<file path="config.mk">
export PLATFORM = sky130hd
export DESIGN_NAME = amns_load_unit
export DESIGN_NICKNAME = d
export VERILOG_FILES = /design/src/rtl/amns_pkg.sv /design/src/rtl/amns_load_unit.sv
export SDC_FILE = /design/constraint.sdc
export NUM_CORES = 1
export LEC_CHECK = 0
export BUFFER_PORTS_ARGS = -buffer_cell sky130_fd_sc_hd__buf_4
export CAP_MARGIN = 10
export CORE_ASPECT_RATIO = 1.2
export CORE_MARGIN = 3
export CORE_UTILIZATION = 47
export CTS_CLUSTER_SIZE = 10
export DETAILED_ROUTE_END_ITERATION = 16
export PLACE_DENSITY = 0.87
export SYNTH_ARGS = -nofsm -noshare
export SYNTH_HDL_FRONTEND = slang
export SYNTH_SLANG_ARGS = --single-unit
</file>
<file path="constraint.sdc">
create_clock -name clock_i -period 2.1 [get_ports clock_i]
set_clock_uncertainty 0.15 [all_clocks]
set_input_delay 0.315 -clock clock_i [delete_from_list [all_inputs] [get_ports clock_i]]
set_output_delay 0.315 -clock clock_i [all_outputs]
set_load 0.005 [all_outputs]
</file>
<file path="src/rtl/amns_pkg.sv">
// Shared definitions for the AMNS load, FIOS and store stages.
package amns_pkg;

  localparam int AMNS_N_COEF     = 5;
  localparam int AMNS_COEF_WIDTH = 64;
  localparam int AMNS_IN_WIDTH   = 32;

  localparam logic SEL_A = 1'b0;
  localparam logic SEL_B = 1'b1;

  typedef enum logic [1:0] {
    LD_IDLE  = 2'd0,
    LD_RECV  = 2'd1,
    LD_WRITE = 2'd2,
    LD_DONE  = 2'd3
  } load_state_e;

  // Index width that stays legal for a single-entry memory.
  function automatic int addr_width(input int n);
    return (n > 1) ? $clog2(n) : 1;
  endfunction

endpackage

</file>
<file path="src/rtl/amns_load_unit.sv">
// AMNS load stage: assembles A then B coefficients from a narrow beat stream
// and writes each one into the FIOS operand memory.
//
// state    | meaning
// ---------+---------------------------------------------------------
// LD_IDLE  | waiting for start_i
// LD_RECV  | accepting beats of the current coefficient
// LD_WRITE | one-cycle write of the assembled coefficient
// LD_DONE  | one-cycle completion pulse
module amns_load_unit
  import amns_pkg::*;
#(
  parameter  int N_COEF     = AMNS_N_COEF,
  parameter  int COEF_WIDTH = AMNS_COEF_WIDTH,
  parameter  int IN_WIDTH   = AMNS_IN_WIDTH,
  localparam int BEATS      = COEF_WIDTH / IN_WIDTH,
  localparam int ADDR_WIDTH = addr_width(N_COEF)
) (
  input  logic                  clock_i,
  input  logic                  reset_i,
  input  logic                  start_i,
  input  logic [IN_WIDTH-1:0]   s_data_i,
  input  logic                  s_valid_i,
  input  logic                  s_last_i,
  output logic                  s_ready_o,
  output logic                  wr_en_o,
  output logic                  wr_sel_o,
  output logic [ADDR_WIDTH-1:0] wr_addr_o,
  output logic [COEF_WIDTH-1:0] wr_data_o,
  output logic                  busy_o,
  output logic                  err_o,
  output logic                  done_o
);

  localparam int BEAT_CW = (BEATS > 1) ? $clog2(BEATS) : 1;

  load_state_e           state;
  logic [BEAT_CW-1:0]    beat_cnt;
  logic [ADDR_WIDTH-1:0] coef_cnt;
  logic                  sel;
  logic [COEF_WIDTH-1:0] asm_q;
  logic                  err_q;

  logic last_beat;
  logic last_coef;
  logic final_beat;

  assign last_beat  = (beat_cnt == BEAT_CW'(BEATS - 1));
  assign last_coef  = (coef_cnt == ADDR_WIDTH'(N_COEF - 1));
  assign final_beat = (sel == SEL_B) && last_coef && last_beat;

  always_ff @(posedge clock_i) begin
    if (reset_i) begin
      state    <= LD_IDLE;
      beat_cnt <= '0;
      coef_cnt <= '0;
      sel      <= SEL_A;
      asm_q    <= '0;
      err_q    <= 1'b0;
    end else begin
      case (state)
        LD_IDLE: begin
          if (start_i) begin
            beat_cnt <= '0;
            coef_cnt <= '0;
            sel      <= SEL_A;
            err_q    <= 1'b0;
            state    <= LD_RECV;
          end
        end
        LD_RECV: begin
          if (s_valid_i) begin
            for (int b = 0; b < BEATS; b++) begin
              if (beat_cnt == BEAT_CW'(b)) asm_q[b*IN_WIDTH +: IN_WIDTH] <= s_data_i;
            end
            // Framing is informational only; the transfer always runs to completion.
            if (s_last_i != final_beat) err_q <= 1'b1;
            if (last_beat) begin
              beat_cnt <= '0;
              state    <= LD_WRITE;
            end else begin
              beat_cnt <= beat_cnt + 1'b1;
            end
          end
        end
        LD_WRITE: begin
          if (last_coef && (sel == SEL_B)) begin
            state <= LD_DONE;
          end else if (last_coef) begin
            sel      <= SEL_B;
            coef_cnt <= '0;
            state    <= LD_RECV;
          end else begin
            coef_cnt <= coef_cnt + 1'b1;
            state    <= LD_RECV;
          end
        end
        LD_DONE: state <= LD_IDLE;
        default: state <= LD_IDLE;
      endcase
    end
  end

  assign s_ready_o = (state == LD_RECV);
  assign wr_en_o   = (state == LD_WRITE);
  assign done_o    = (state == LD_DONE);
  assign busy_o    = (state != LD_IDLE);
  assign wr_sel_o  = sel;
  assign wr_addr_o = coef_cnt;
  assign wr_data_o = asm_q;
  assign err_o     = err_q;

endmodule
</file>
Yosys cells after proc, flatten, opt, wreduce, memory -nomap -nowiden:

Cells that the tools add are included.
Widths: inputs -> output; s select.

* bitwise logic cells: 1
* multiply operators: 0
* eq/ne operators: 11
* divide/modulo/power cells: 0
* reductions and logical operators: 13
* muxes and demuxes: 19
* add/sub/neg operators: 2
* shift-type cells: 0
* magnitude comparators: 0

Operators by type and width (count)
* $reduce_and 3->1: 5
* $mux 3: 3
* $mux 2: 4
* $pmux 2 s4: 1
* $reduce_and 4->1: 2
* $mux 1: 7
* $ne 2x1->1 const B: 3
* $ne 2x2->1 const B: 3
* $pmux 1 s2: 3
* $pmux 3 s2: 1
* $reduce_bool 2->1: 3
* $eq 2x2->1 const B: 2
* $add 3x1->3 const B: 1
* $eq 3x3->1 const B: 1
* $eq 2x1->1 const B: 1
* $logic_and 1x1->1: 2
* $logic_not 2->1: 1
* $add 1x1->1 const B: 1
* $ne 1x1->1: 1
* $not 1->1: 1

* bits in writable memories: 0
* word-level logic and storage cells: 53
* bits in latches: 0
* flip-flop bits (word level): 72
* memories kept: 0
* ROM bits: 0
* input port bits: 37
* output and inout bits: 73

Depth between registers and ports, before layout:

* depth after elaboration: 7
* depth in mapped cells: 6
* gate-level depth less buffers: 5

Least setup slack after synthesis:

Ideal clock, no wire load.

* path type: reg2reg
* from: register coef_cnt[0] (netlist: wr_addr_o[0])
* to: register coef_cnt[2] (netlist: wr_addr_o[2])
* clock period less this slack: 1.716 ns
* path slack: 0.384 ns
* data arrival time: 1.486 ns
* cell stages (with the launch flop): 6
* data required time: 1.870 ns
* setup time: 0.080 ns
* path buffers: 0
* cells stage by stage: dfxtp_1 > inv_1 > ha_1 > and4_1 > or4_4 > a211oi_2

* cells in the longest elaborated chain, start to end: 4
* elaborated cells on any way between the ends: 8
* classes of those cells: add/sub (1); eq/ne (2); mux (3); reduce/logical (2)

RTL lines
* from (decl): line amns_load_unit.sv:39 `logic [ADDR_WIDTH-1:0] coef_cnt;`
* from (signal assigned): line amns_load_unit.sv:94 `coef_cnt <= coef_cnt + 1'b1;`
* $add 3x1->3 / $eq 3x3->1 (equally long branches): line amns_load_unit.sv:94, amns_load_unit.sv:49
* $mux 3 / $logic_and 1x1->1 (equally long branches): line amns_load_unit.sv:89, amns_load_unit.sv:87
* $mux 3 / $ne 2x2->1 (equally long branches)
* $pmux 3 s2 / $reduce_and 3->1 (equally long branches)

Parallel ways exist; a longest one is shown, timed or not. The select of a mux whose other input is x is not followed.
A chain may end at the register's enable or synchronous reset.

Worst setup path in the final report:

* from: register state[1]
* to: output wr_en_o

* cells in the longest elaborated chain, start to end: 1

RTL lines
* from (decl): line amns_load_unit.sv:37 `load_state_e state;`
* from (signal assigned): line amns_load_unit.sv:54 `state <= LD_IDLE;`
* from (signal assigned): line amns_load_unit.sv:68 `state <= LD_RECV;`
* from (signal assigned): line amns_load_unit.sv:80 `state <= LD_WRITE;`
* $eq 2x2->1: line amns_load_unit.sv:105 `assign wr_en_o = (state == LD_WRITE);`
* to (decl): line amns_load_unit.sv:26 `output logic wr_en_o,`

Every way passes these cells.

==> results.md <==
* Via density per instance at 5.17
* EDFF count, synth at 0
* GR Util met2 at 35.7%
* Syn Std Cell Area at about 0.0027 sq mm
* Ys flop type: dfxtp_1
* Htree depth at 3
* Yosys warning total at 0
* Cell taking the most area after synthesis: dfxtp_1
* Synth Instances at approximately 340
* Worst Path Buf+Inv at 1
* Cell family with most CP delay: flip-flops
* DR iter-0 viols at between 100 and 150
* Clock root cell: clkbuf_8
* Share of post-route cells with drive strength above 1 at 30.9%
* Die footprint at approximately 0.0067 sq mm
* Layer with the highest usage: met2
* Initial antenna violation count at 0
* Post_cts resized at 0
* GRT Total Usage at between 20 and 25%
* Slew Viols, Final at 0
* Synthesized Nets at 376
* Hold_ws at between 0.08 and 0.09 ns
* Largest net degree at the start of global routing at 39
* Power Density at around 760 mW/mm^2
* Final Power at around 2.9 mW
* Crit path time final at 1.86 ns
* Setup ws final at ~0.24 ns
* VDD IR max at about 0.58 mV
* Critical Path RT at about 1.6 ns
* CTS sink cnt at 72
* Status: finished, final reports clean
* DRC viols at 0
* Worst path max stage delay at roughly 0.67 ns
* Met3 Usage GRT at about 5.7%
* DR WL/cell at 13.5 um
* Post-synth top area share at roughly 54%
* Cell variety after synth at 32
* Area contributors post-synth: dfxtp_1, nand2_1, a21oi_1, buf_2, clkbuf_1
* Core footprint at around 0.0054 sq mm
* Final-stage net count at around 480
* Crit share post-route at just under 90%
* CP endpoint kind: output port
* Final Hold Viols at 0
* Slowest cell on crit path: dfxtp_1
* RSZ-0062 raised after global routing: no
* Clock buffer depth at 2
* Post-route setup TNS at 0 ns
* Detailed Route WL at 6860 um
* Most frequent cells after synthesis: nand2_1, dfxtp_1, a21oi_1, clkbuf_1, buf_2
* Post-layout util at a little over two thirds
* MaxCap Viol Count at 0
* Antenna-violating nets left at 0
* Dpl hpwl at approximately 4800 um
* Critical Path Fanout Max at 16
* Total CTS buffers at 9
* Setup violators final at 0
* Slew @ Worst Pin at 0.550 ns
* Setup CP Type: flop to output port
* Critical path cell sequence: nor2b_1, buf_4
* Layout overhead on the synthesized area at 40.8%
* Worst Hold Class: input port to flop
* F_max at 538 MHz
* Syn avg cell area at around 8.0 sq um
* Post CTS Setup Buffer Count at 0
* Critical Path AT at 1.39 ns
* Worst skew pair latency at 0.32 ns
* Setup WS pre-CTS at approximately 0.31 ns
* I/O pin count at between 100 and 150
* Site Rows at 29
* Quantity of I/O buffers inserted on ports at between 100 and 150
* First-pass GRT wire length at 10800 um
* #FFs+latches synth at 72
* Top-count cell post-synth: nand2_1
* Initial core utilization at between 40 and 50%
* Grt total ovfl at 0
* Ant. Diodes at 0
* Hold-fix buffers, CTS at 0
* GPL Wtd Cong at roughly 0.88
* DR vias at 2617
* Grt met1 use at between 20% and 30%
* Rel. slew slack at between 60% and 70%
* Die Width at 75.1 um
* Drt first pass iters at 4
* Clk slew on worst S/H paths at ~0.080 ns
* TritonCTS clock tree: yes
* Die H at 88.9 um
* P_leak at between 1.5 and 2 nW
* Crit start category: flop
* Post-synthesis sequential area ratio at between 50% and 60%
* Vias in the first global route at 2397
* Async SR Flop Fraction at 0%
## sequential cells by signal (all words and copies together) (netlist names)
register   flops
beat_cnt       1
err_o          1
state          2
wr_addr_o      3
wr_data_o     64
wr_sel_o       1
## tightest hold or removal path, delay by kind of cell
family                 cells  cell delay (ns)
AND/OR/NAND/NOR            1             0.05
AO/OA/AOI/OAI              1             0.05
buffers and inverters      1             0.11
## cell type report
| class | instances | area [sq um] |
|---|---|---|
| clock buffers | 11 | 141 |
| clock inverters | 5 | 80.1 |
| fillers | 403 | 1610 |
| inverters | 4 | 15.0 |
| multi-input cells | 235 | 1130 |
| flip-flops and latches | 72 | 1440 |
| well taps | 62 | 77.6 |
| repair buffers | 117 | 903 |
## routing by layer
metal  vias to the layer above  part of all wire [%]
met5                         -                     0
met4                         0                   1.4
met3                        12                   8.6
met2                       103                    49
met1                      1198                    41
li1                       1304                     -
## layout by cell type (no fill, tap or decap), types with 2 or more instances in the layout
cell type / netlist / layout
clkinvlp_4: 0 / 2
nand3_1: 2 / 2
nor2_1: 3 / 3
o21ai_0: 4 / 4
buf_12: 0 / 2
a211oi_1: 2 / 2
dfxtp_1: 72 / 72
bufinv_16: 0 / 2
inv_1: 4 / 4
ha_1: 2 / 2
clkbuf_8: 0 / 10
nand4b_1: 2 / 2
nand4_1: 3 / 3
buf_4: 0 / 115
nand2_1: 129 / 129
nor2b_1: 3 / 3
a21oi_1: 69 / 69
## per-stage QoR
| step | instances | cell area, sq um |
|---|---|---|
| after floorplan | 337 | 2690 |
| after global placement | 490 | 3570 |
| after detailed placement | 490 | 3570 |
| after CTS | 506 | 3790 |
| after global routing | 506 | 3790 |
| final | 506 | 3790 |
## final timing paths
check                start  cells after the start             to  slack, ns
max               state[1]                      2        wr_en_o       0.24
min            s_data_i[4]                      3   wr_data_o[4]       0.09
max reg2reg   wr_addr_o[0]                      5   wr_addr_o[2]       0.27
min reg2reg  wr_data_o[53]                      2  wr_data_o[53]       0.31
## where the power goes
part           internal [mW]  switching (mW)  total [mW]
Combinational          0.137           0.125       0.263
Clock                  0.700           0.486        1.19
Sequential              1.40          0.0287        1.43
## kinds of logic after synthesis
kind of cell               Yosys count  share of synthesized area [%]
xor gates and xnor gates             1                          0.325
and+or+nand+nor                    151                           23.7
AOI/OAI and AO/OA                   81                           16.5
buffers and inverters               30                           4.97
DFF                                 72                           53.5
adders and majority gates            2                          0.929
No activity file was read; power rests on OpenSTA's default activity.
